[config.mk]
export PLATFORM = sky130hd
export DESIGN_NAME = csr_file
export DESIGN_NICKNAME = d
export VERILOG_FILES = /design/src/rtl/csr_pkg.sv /design/src/rtl/csr_counter64.sv /design/src/rtl/csr_file.sv
export SDC_FILE = /design/constraint.sdc
export NUM_CORES = 1
export LEC_CHECK = 0
export BUFFER_PORTS_ARGS = -buffer_cell sky130_fd_sc_hd__buf_2
export CORE_ASPECT_RATIO = 0.8
export CORE_MARGIN = 2
export CORE_UTILIZATION = 27
export DETAILED_ROUTE_END_ITERATION = 8
export MAX_ROUTING_LAYER = met4
export PLACE_DENSITY = 0.4
export SLEW_MARGIN = 20
export SYNTH_ARGS = -nofsm -noshare
export SYNTH_HDL_FRONTEND = slang
export SYNTH_SLANG_ARGS = --single-unit
[constraint.sdc]
create_clock -name clk -period 5.9 [get_ports clk]
set_clock_uncertainty 0.1 [all_clocks]
set_input_delay 1.18 -clock clk [delete_from_list [all_inputs] [get_ports clk]]
set_output_delay 1.18 -clock clk [all_outputs]
set_load 0.02 [all_outputs]
[src/rtl/csr_pkg.sv]
// rtl/csr_pkg.sv - CSR addresses, mstatus layout, write masks and reset values
package csr_pkg;

   localparam logic [11:0] CSR_MSTATUS   = 12'h300;
   localparam logic [11:0] CSR_MISA      = 12'h301;
   localparam logic [11:0] CSR_MIE       = 12'h304;
   localparam logic [11:0] CSR_MTVEC     = 12'h305;
   localparam logic [11:0] CSR_MSCRATCH  = 12'h340;
   localparam logic [11:0] CSR_MEPC      = 12'h341;
   localparam logic [11:0] CSR_MCAUSE    = 12'h342;
   localparam logic [11:0] CSR_MTVAL     = 12'h343;
   localparam logic [11:0] CSR_MIP       = 12'h344;
   localparam logic [11:0] CSR_MCYCLE    = 12'hB00;
   localparam logic [11:0] CSR_MINSTRET  = 12'hB02;
   localparam logic [11:0] CSR_MCYCLEH   = 12'hB80;
   localparam logic [11:0] CSR_MINSTRETH = 12'hB82;
   localparam logic [11:0] CSR_CYCLE     = 12'hC00;
   localparam logic [11:0] CSR_INSTRET   = 12'hC02;
   localparam logic [11:0] CSR_CYCLEH    = 12'hC80;
   localparam logic [11:0] CSR_INSTRETH  = 12'hC82;
   localparam logic [11:0] CSR_MVENDORID = 12'hF11;
   localparam logic [11:0] CSR_MARCHID   = 12'hF12;
   localparam logic [11:0] CSR_MIMPID    = 12'hF13;
   localparam logic [11:0] CSR_MHARTID   = 12'hF14;

   localparam int MSTATUS_MIE  = 3;
   localparam int MSTATUS_MPIE = 7;
   localparam int MSTATUS_MPP  = 11;

   localparam logic [31:0] MSTATUS_WMASK = 32'h0000_0088;
   localparam logic [31:0] MSTATUS_FIXED = 32'h0000_1800;
   localparam logic [31:0] MIE_WMASK     = 32'h0000_0888;
   localparam logic [31:0] ALIGN4_MASK   = 32'hFFFF_FFFC;

   localparam logic [31:0] MSTATUS_RESET = MSTATUS_FIXED;
   localparam logic [31:0] CSR_RESET     = 32'h0000_0000;
   localparam logic [31:0] MISA_RV32I    = 32'h4000_0100;

endpackage

[src/rtl/csr_counter64.sv]
// rtl/csr_counter64.sv - 64-bit counter with per-word write; a write cycle suppresses the increment
module csr_counter64
   import csr_pkg::*;
(
   input  logic        clk,
   input  logic        reset,
   input  logic        inc,
   input  logic        we_lo,
   input  logic        we_hi,
   input  logic [31:0] wd,
   output logic [63:0] value
);

   always_ff @(posedge clk) begin
      if (reset) begin
         value <= 64'd0;
      end else if (we_lo || we_hi) begin
         if (we_lo) value[31:0]  <= wd;
         if (we_hi) value[63:32] <= wd;
      end else if (inc) begin
         value <= value + 64'd1;
      end
   end

endmodule

[src/rtl/csr_file.sv]
// rtl/csr_file.sv - machine-mode CSR file with trap state and cycle/instret counters
module csr_file
   import csr_pkg::*;
#(
   parameter logic [31:0] HART_ID    = 32'd0,
   parameter logic [31:0] MISA_VALUE = MISA_RV32I
)
(
   input  logic        clk,
   input  logic        reset,
   input  logic        csr_en,
   input  logic [11:0] csr_addr,
   input  logic        csr_we,
   input  logic [31:0] csr_wd,
   output logic [31:0] csr_rd,
   output logic        csr_illegal,
   input  logic        instret,
   input  logic        trap_valid,
   input  logic [31:0] trap_pc,
   input  logic [31:0] trap_cause,
   input  logic [31:0] trap_tval,
   input  logic        mret,
   output logic [31:0] trap_vector,
   output logic [31:0] epc,
   output logic        irq_enable
);

   logic [31:0] mstatus_q, mie_q, mtvec_q, mscratch_q, mepc_q, mcause_q, mtval_q;
   logic [63:0] cycle_q, instret_q;
   logic        csr_wr, hit;
   logic [31:0] rd_data;

   // trap and mret take the whole cycle; a concurrent CSR write is dropped
   assign csr_wr = csr_en && csr_we && !trap_valid && !mret;

   csr_counter64 u_cycle (
      .clk   (clk),
      .reset (reset),
      .inc   (1'b1),
      .we_lo (csr_wr && (csr_addr == CSR_MCYCLE)),
      .we_hi (csr_wr && (csr_addr == CSR_MCYCLEH)),
      .wd    (csr_wd),
      .value (cycle_q)
   );

   csr_counter64 u_instret (
      .clk   (clk),
      .reset (reset),
      .inc   (instret),
      .we_lo (csr_wr && (csr_addr == CSR_MINSTRET)),
      .we_hi (csr_wr && (csr_addr == CSR_MINSTRETH)),
      .wd    (csr_wd),
      .value (instret_q)
   );

   always_comb begin
      rd_data = '0;
      hit     = 1'b1;
      case (csr_addr)
         CSR_MSTATUS:                  rd_data = mstatus_q;
         CSR_MISA:                     rd_data = MISA_VALUE;
         CSR_MIE:                      rd_data = mie_q;
         CSR_MTVEC:                    rd_data = mtvec_q;
         CSR_MSCRATCH:                 rd_data = mscratch_q;
         CSR_MEPC:                     rd_data = mepc_q;
         CSR_MCAUSE:                   rd_data = mcause_q;
         CSR_MTVAL:                    rd_data = mtval_q;
         CSR_MCYCLE, CSR_CYCLE:        rd_data = cycle_q[31:0];
         CSR_MCYCLEH, CSR_CYCLEH:      rd_data = cycle_q[63:32];
         CSR_MINSTRET, CSR_INSTRET:    rd_data = instret_q[31:0];
         CSR_MINSTRETH, CSR_INSTRETH:  rd_data = instret_q[63:32];
         CSR_MHARTID:                  rd_data = HART_ID;
         CSR_MIP, CSR_MVENDORID,
         CSR_MARCHID, CSR_MIMPID:      rd_data = '0;
         default:                      hit = 1'b0;
      endcase
   end

   assign csr_rd      = rd_data;
   assign csr_illegal = csr_en && !hit;

   always_ff @(posedge clk) begin
      if (reset) begin
         mstatus_q  <= MSTATUS_RESET;
         mie_q      <= CSR_RESET;
         mtvec_q    <= CSR_RESET;
         mscratch_q <= CSR_RESET;
         mepc_q     <= CSR_RESET;
         mcause_q   <= CSR_RESET;
         mtval_q    <= CSR_RESET;
      end else if (trap_valid) begin
         mepc_q                  <= trap_pc & ALIGN4_MASK;
         mcause_q                <= trap_cause;
         mtval_q                 <= trap_tval;
         mstatus_q[MSTATUS_MPIE] <= mstatus_q[MSTATUS_MIE];
         mstatus_q[MSTATUS_MIE]  <= 1'b0;
      end else if (mret) begin
         mstatus_q[MSTATUS_MIE]  <= mstatus_q[MSTATUS_MPIE];
         mstatus_q[MSTATUS_MPIE] <= 1'b1;
      end else if (csr_wr) begin
         // read-only and counter addresses fall through to default here
         case (csr_addr)
            CSR_MSTATUS:  mstatus_q  <= (csr_wd & MSTATUS_WMASK) | MSTATUS_FIXED;
            CSR_MIE:      mie_q      <= csr_wd & MIE_WMASK;
            CSR_MTVEC:    mtvec_q    <= csr_wd & ALIGN4_MASK;
            CSR_MSCRATCH: mscratch_q <= csr_wd;
            CSR_MEPC:     mepc_q     <= csr_wd & ALIGN4_MASK;
            CSR_MCAUSE:   mcause_q   <= csr_wd;
            CSR_MTVAL:    mtval_q    <= csr_wd;
            default:      ;
         endcase
      end
   end

   assign trap_vector = mtvec_q;
   assign epc         = mepc_q;
   assign irq_enable  = mstatus_q[MSTATUS_MIE];

endmodule

-- Word-level counts from Yosys, hierarchy flattened
Index checks and enable logic that the tools add are counted.
- bitwise logic cells: 2
- multiplexer cells: 26
- equal/unequal tests: 26
- add/sub/neg operators: 2
- reductions and logical operators: 38
- operators with widths (kind ; count):
    $mux 32 ; 16
    $pmux 32 s12 ; 1
    $mux 64 ; 3
    $eq 12x12->1 const B ; 12
    $add 64x1->64 const B ; 2
    $eq 12x10->1 const B ; 9
    $reduce_or 21->1 ; 1
    $mux 8 ; 2
    $reduce_bool 2->1 ; 7
    $reduce_and 4->1 ; 3
    $reduce_or 2->1 ; 5
    $reduce_and 3->1 ; 3
    $logic_and 1x1->1 ; 8
    $ne 2x1->1 const B ; 4
    $reduce_and 2->1 ; 4
    $reduce_bool 3->1 ; 2
    $mux 1 ; 4
    $logic_not 1->1 ; 3
    $logic_or 1x1->1 ; 2
    $ne 2x2->1 const B ; 1
    $not 1->1 ; 2
- word-level logic and storage cells: 106
- flip-flop bits (word level): 289
- input bits: 147
- output and inout bits: 98

-- Depth between registers and ports, before layout
Gate-level depths: netlist of run 1.
- depth in word-level cells: 7
- mapped depth: 10
- mapped depth without buffers: 7

-- By module
From an unflattened synthesis of run 1, not the netlist that was laid out.
- cell total of the unflattened synthesis: 2223
- area total of the unflattened synthesis: 17379.2 sq um
- modules (own cells, without submodules) (module ; sequential area each (sq um) ; area each (sq um) ; instances ; cells each):
    csr_file ; 3223.1 ; 9255.1 ; 1 ; 1149
    csr_counter64 at u_instret ; 1281.2 ; 4192.8 ; 1 ; 545
    csr_counter64 at u_cycle ; 1281.2 ; 3931.3 ; 1 ; 529

-- Worst setup path before layout of run 1
Ideal clock, no wire load.
- path type: input -> output
- start point: in csr_addr[8]
- end point: out csr_illegal
- data required time: 4620 ps
- slack: 1415 ps
- stages: 7
- arrival: 3205 ps
- path through: and3b_1 > o21ai_0 > nand2b_1 > clkbuf_1 > nor2_1 > clkbuf_1 > nor4_1
- longest elaborated chain between the ends: 5
- elaborated cells on any way between the ends: 25
- ends and longest elaborated chain (element ; line ; RTL):
    start: declaration ; csr_file.sv:12 ; input logic [11:0] csr_addr,
    $eq 12x12->1 or $eq 12x10->1 (tied branches) ; csr_file.sv:59 ; case (csr_addr)
    $reduce_or 21->1 (no line) (*) ; -- ;
    $mux 1 (*) ; csr_file.sv:59 ;
    $logic_not 1->1 (*) ; csr_file.sv:80 ; assign csr_illegal = csr_en && !hit;
    $logic_and 1x1->1 (*) ; csr_file.sv:80 ;
    end: declaration ; csr_file.sv:16 ; output logic csr_illegal,
Mark *: on every way between the ends. The rest lies on a longest branch, timed or not.

-- Worst setup path in the final report of run 1
- start point: in csr_addr[7]
- end point: out csr_rd[14]
- longest elaborated chain between the ends: 3
- elaborated cells on any way between the ends: 21
- ends and longest elaborated chain (element ; line ; RTL):
    $eq 12x12->1 ; csr_file.sv:59 ;
    $reduce_or 2->1 ; -- ;
    $pmux 32 s12 (*) ; csr_file.sv:59 ;
    end: declaration ; csr_file.sv:15 ; output logic [31:0] csr_rd,
Marked as above.

==> flow_metrics.tcl, run 1 <==
set metrics [dict create \
    power_switching_mw 1.30 \
    clk_pin_slew_ns 0.07 \
    fin_tns_setup_ns 0 \
    synth_commonest_cells "dfxtp_1, nand2_1, nor2_1" \
    ys_top_cells_by_area "dfxtp_1, mux2i_1, nand2_1, nor2_1, a21oi_1" \
    insertion_delay_ns 0.56 \
    avgSynthCellArea_sq_um 7.65 \
    slew_headroom 0.301 \
    pwr-share-clk 0.482 \
    synthArstFlopShare 0 \
    antenna_found_initial 1 \
    hold_violations 0 \
    critical_path_class "in2out" \
    synth_cell_types 78 \
    yosysWarnings 0 \
    ys_seq_area_frac 0.333 \
    powerDensity_nw_per_um2 231 \
    grt_overflow 0 \
    viasPerCell 5.93 \
    final_area_sq_um 20500 \
    worstHoldPathType "reg2reg" \
    comb_power_share 0.088 \
    boundaryPins 245 \
    setup_ws_ns 0.773 \
    finalCritPeriodShare 0.869 \
    synth_seq_cells 289 \
    status "complete, no violations" \
    yosys.area.top_type "dfxtp_1" \
    cts_sinks 289 \
    die_area_sq_um 66400 \
    p_sw_frac 0.275 \
    synth-edff-count 0 \
    synth_top_area_share 0.333 \
    die_w_um 288 \
    cts_max_path_buffers 3 \
    p_total_mw 4.74 \
    rows 83 \
    hold_buffers 0 \
    cts_tree "done" \
    p_seq_frac 0.430 \
    startpoint_type "input pin" \
    worst_pin_slew_ns 1.04 \
    syn2layout_area_growth_pct 18.2 \
    io_buffer_count 238 \
    place_congestion 0.941 \
    rsz0062_at_grt "no" \
    syn_area_sq_um 17400 \
    crit_arrival_ns 3.85 \
    cts_resized 0 \
    cp.required_ns 4.62 \
    maxSlewViolCount 0 \
    cp-end-kind "output port" \
    synth_flop_cell "dfxtp_1" \
    cts-root-buf "clkbuf_16" \
    syn_inst 2272 \
    fin_util 0.321 \
    p_int_mw 3.44 \
    ant_nets 0 \
    power_leakage_nw 7.14 \
    placed_cell_area_sq_um 19400 \
    hpwlAfterDp_um 69300 \
    vias 19400 \
    pre_cts_ws_ns 0.866 \
    wl_um 95900 \
    ir_worst_vdd_mv 0.157 \
    drive_above_1_share 0.180 \
    fmax_ghz 0.195 \
    drt-wirelength-per-cell_um 29.3 \
    die_h_um 231 \
    postCtsSetupRepairBufs 0 \
    grt_pass1_wl_um 137000 \
    dr.pass1.iters 9 \
    core_region_area_sq_um 63900 \
    grt_max_degree 116 \
    cap_viol_max_count 0 \
    track_usage 0.290 \
    synth.most_common_cell "dfxtp_1" \
    drc 0 \
    post-route-min-period_ns 5.13 \
    drt_iter0_drc 2381 \
    grt_pass1_vias 18000 \
    start_util 0.272 \
    nets 2551 \
    cts_max_level 2 \
    path_max_fanout 18 \
    finalSetupViolations 0 \
    cts_buffers 36 \
]
cell type report:
class / count / area, sq um
fillers: 6920 / 43300
multi-input cells: 1748 / 10700
flip-flops and latches: 289 / 5790
repair buffers: 303 / 1740
well taps: 850 / 1060
clock buffers: 51 / 1040
clock inverters: 12 / 125
inverters: 24 / 90.1
diodes: 2 / 5.00
metal layers:
layer,vias to the layer above,routed length (um),global-route usage
met5,-,0,-
met4,0,1520,0.0529
met3,83,7620,0.0439
met2,890,41500,0.425
met1,9759,45300,0.420
li1,8712,-,-
cells in the final DEF (no fill, tap or decap), drive strengths merged, types with 10 or more instances in the layout:
cell type,n
buf,302
and3,32
xnor2,16
inv,25
nand4,56
a22oi,79
o31ai,10
dfxtp,289
nand3,138
o21ai,97
a221oi,19
nor4,54
a31oi,26
nor2,253
a21oi,186
nor3,59
and2,35
a211oi,26
a22o,22
o22ai,36
mux2i,119
a222oi,32
and4,13
or3,12
mux2,43
xor2,16
nand2,258
clkbuf,52
critical path, stage by stage:
cell	delay, ns
buf_2	0.47
nor4b_2	0.19
nand2_1	0.30
nor2_2	0.08
buf_4	0.23
buf_4	0.23
a222oi_1	0.53
nand3_1	0.35
buf_2	0.27
worst paths after layout:
check	from	endpoint	slack (ns)	cells past startpoint
max	csr_addr[7]	csr_rd[14]	0.77	9
min	mscratch_q[29]	mscratch_q[29]	0.35	2
max reg2reg	u_instret.value[0]	u_instret.value[54]	2.10	7
min reg2reg	mscratch_q[29]	mscratch_q[29]	0.35	2
registers in the layout (all words and copies together), names as in the netlist:
signal / count
u_cycle.value: 64
trap_vector: 30
epc: 30
mcause_q: 32
mstatus_q: 2
u_instret.value: 64
mie_q: 3
mscratch_q: 32
mtval_q: 32
kinds of logic (layout without fill, tap and decap cells):
kind of cell / after synthesis / after routing / share of synthesized area
adder cells (fa/ha/maj): 2 / 2 / 0.00144
other: 1 / 6 / 0.000216
AO/OA/AOI/OAI: 595 / 595 / 0.224
buffers and inverters: 238 / 390 / 0.0585
XOR/XNOR: 32 / 32 / 0.0161
flip-flops: 289 / 289 / 0.333
AND/OR/NAND/NOR: 953 / 953 / 0.270
multiplexers: 162 / 162 / 0.0964
power by group through the flow:
stage | sequential [mW] | combinational, mW | clock [mW]
floorplan | 2.08 | 0.213 | 0
global placement | 2.08 | 0.411 | 0
detailed placement | 2.08 | 0.415 | 0
CTS | 2.04 | 0.416 | 2.33
global route | 2.04 | 0.444 | 2.40
finish | 2.04 | 0.419 | 2.29
stage by stage:
stage	instances	hold slack, ns
3_5_place_dp	3214	0.347
2_1_floorplan	2275	0.336
5_1_grt	3278	0.373
3_3_place_gp	3214	0.341
4_1_cts	3277	0.356
6_report	3279	0.355
Note: power is estimated with default switching activity, not from simulation.
==> run 2: changes to the inputs <==
--- a/config.mk
+++ b/config.mk
@@ -9,7 +9,9 @@
 export CORE_ASPECT_RATIO = 0.8
 export CORE_MARGIN = 2
 export CORE_UTILIZATION = 27
+export CTS_BUF_LIST = sky130_fd_sc_hd__clkbuf_8
 export DETAILED_ROUTE_END_ITERATION = 8
+export GPL_TIMING_DRIVEN = 0
 export MAX_ROUTING_LAYER = met4
 export PLACE_DENSITY = 0.4
 export SLEW_MARGIN = 20
==> run 2 against run 1 <==
Effect of this change: non-clock buffer count increased by 124; combinational power increased by 19%; die area unchanged; sequential share of layout area decreased by 0.38 points; setup slack got worse by 0.75 ns; routed wire length increased by 29%; design area increased by 1.4%; first-iteration DRC count increased by 60%; largest power group unchanged.
==> flow_metrics.tcl, run 2 (synthesis results as in run 1) <==
set metrics [dict create \
    status "complete, no violations" \
    critical_path_class "in2out" \
    cts_max_path_buffers 3 \
    p_total_mw 4.71 \
    powerDensity_nw_per_um2 226 \
    largest_registers "u_cycle.value x64, u_instret.value x64" \
    ff2ff_setup_slack_ns 1.85 \
    cts_sinks 289 \
    startpoint_type "input pin" \
    crit_family "buffers and inverters" \
    finalSetupViolations 0 \
    cpPeakStageDelay_ns 0.51 \
    hold_violations 0 \
    drt-wirelength-per-cell_um 36.0 \
    grt_overflow 0 \
    boundaryPins 245 \
    io_buffer_count 207 \
    holdWs_ns 0.357 \
    post-route-min-period_ns 5.88 \
    path_common_cell "buf_2" \
    power_leakage_nw 7.34 \
    drt_iter0_drc 3820 \
    track_usage 0.370 \
    cts_tree "done" \
    mostFrequentLayoutCells "dfxtp_1, buf_2, nand2_1" \
    die_w_um 288 \
    vias 21700 \
    cap_viol_max_count 0 \
    place_congestion 1.00 \
    hp-start "mscratch_q[15]" \
    syn2layout_area_growth_pct 19.8 \
    cts-root-buf "clkbuf_8" \
    cp.required_ns 4.62 \
    insertion_delay_ns 0.73 \
    viasPerCell 6.31 \
    slew_headroom 0.154 \
    num-fill-cells 7032 \
    maxSlewViolCount 0 \
    drive_above_1_share 0.177 \
    start_util 0.272 \
    grt_pass1_wl_um 166000 \
    hold_buffers 0 \
    grt_pass1_vias 19500 \
    antenna_found_initial 4 \
    ff2ff_path_depth 7 \
    worst_r2r_endpoint "u_instret.value[63]" \
    wl_um 123000 \
    grt_max_degree 17 \
    rows 83 \
    die_area_sq_um 66400 \
    ant_nets 0 \
    rsz0062_at_grt "no" \
    crit_arrival_ns 4.60 \
    worstHoldPathType "reg2reg" \
    nets 2695 \
    drc 0 \
    min_delay_path_depth 2 \
    die_h_um 231 \
    ir_worst_vdd_mv 0.161 \
    crit_chain "buf_2 -> buf_2 -> nor4b_1 -> buf_2 -> nand2b_1 -> clkbuf_1 -> nor2_4 -> clkbuf_2 -> nand2_1 -> nand4_1 -> buf_2" \
    core_region_area_sq_um 63900 \
    hpwlAfterDp_um 94900 \
    cp-end-kind "output port" \
    path_max_fanout 10 \
    slowest_stage "nor2_4" \
    cts_max_level 2 \
    finalCritPeriodShare 0.997 \
    fmax_ghz 0.170 \
    place_inst 3338 \
    clk_pin_slew_ns 0.06 \
    worst_pin_slew_ns 1.27 \
    r2r_start "u_instret.value[25]" \
    dr.pass1.iters 6 \
    mostFrequentLayoutCell "dfxtp_1" \
    fin_cells 3434 \
    hold_path_end "mscratch_q[15]" \
    cts_buffers 56 \
    crit_buf_inv 6 \
]
[run 2: per-layer routing]
metal,global-route usage,vias up,routed length (um)
li1,-,8972,-
met1,0.556,10900,57500
met2,0.488,1544,47700
met3,0.0735,212,14400
met4,0.104,0,3860
met5,-,-,0
[run 2: report_power, final]
part	switching [mW]	internal (mW)	total, mW
logic	0.363	0.135	0.498
clock network	1.05	1.12	2.16
registers	0.0499	2.00	2.05
[run 2: per-stage QoR]
stage / util / worst slack [ns] / cell area, sq um / TNS (ns)
2_1_floorplan: - / 1.41 / 17400 / 0
3_3_place_gp: 0.305 / -0.821 / 19500 / -17.04
3_5_place_dp: 0.307 / -0.533 / 19600 / -9.70
4_1_cts: 0.325 / -0.00285 / 20800 / -0.00285
5_1_grt: 0.326 / 0.0279 / 20800 / 0
6_report: 0.326 / 0.0188 / 20800 / 0
[run 2: final cells by class]
type                    instances  area (sq um)  area share
well taps                     850          1060      0.0511
clock buffers                  71           977      0.0470
plain buffers                 213           948      0.0456
clock inverters                24           141     0.00680
flip-flops and latches        289          5790       0.278
multi-input cells            1748         10700       0.515
inverters                      24          90.1     0.00433
repair buffers                214          1090      0.0522
diodes                          1          2.50    0.000120
[run 2: worst max path at each step]
stage	from	end	slack (ns)	cells after the start
3_3_place_gp	csr_addr[10]	csr_rd[30]	-0.82	8
3_5_place_dp	csr_addr[6]	csr_rd[0]	-0.53	10
6_report	csr_addr[1]	csr_rd[30]	0.02	11
2_1_floorplan	csr_addr[8]	csr_illegal	1.41	7
4_1_cts	csr_addr[6]	csr_rd[3]	-0.003	9
5_1_grt	csr_addr[1]	csr_rd[30]	0.03	11
[run 2: repair_timing]
action                     CTS  global route
resized for setup           15             3
buffers inserted             0             1
setup endpoints to repair   29            12
pin swaps                    0             1
[run 2: worst register-to-register path: stages (launching register included)]
cell      delay, ns
dfxtp_1        0.30
clkbuf_1       0.68
nand3_1        0.60
nor4_1         0.84
nor4b_2        0.72
nand3_1        0.20
or4_1          0.45
o211ai_1       0.09
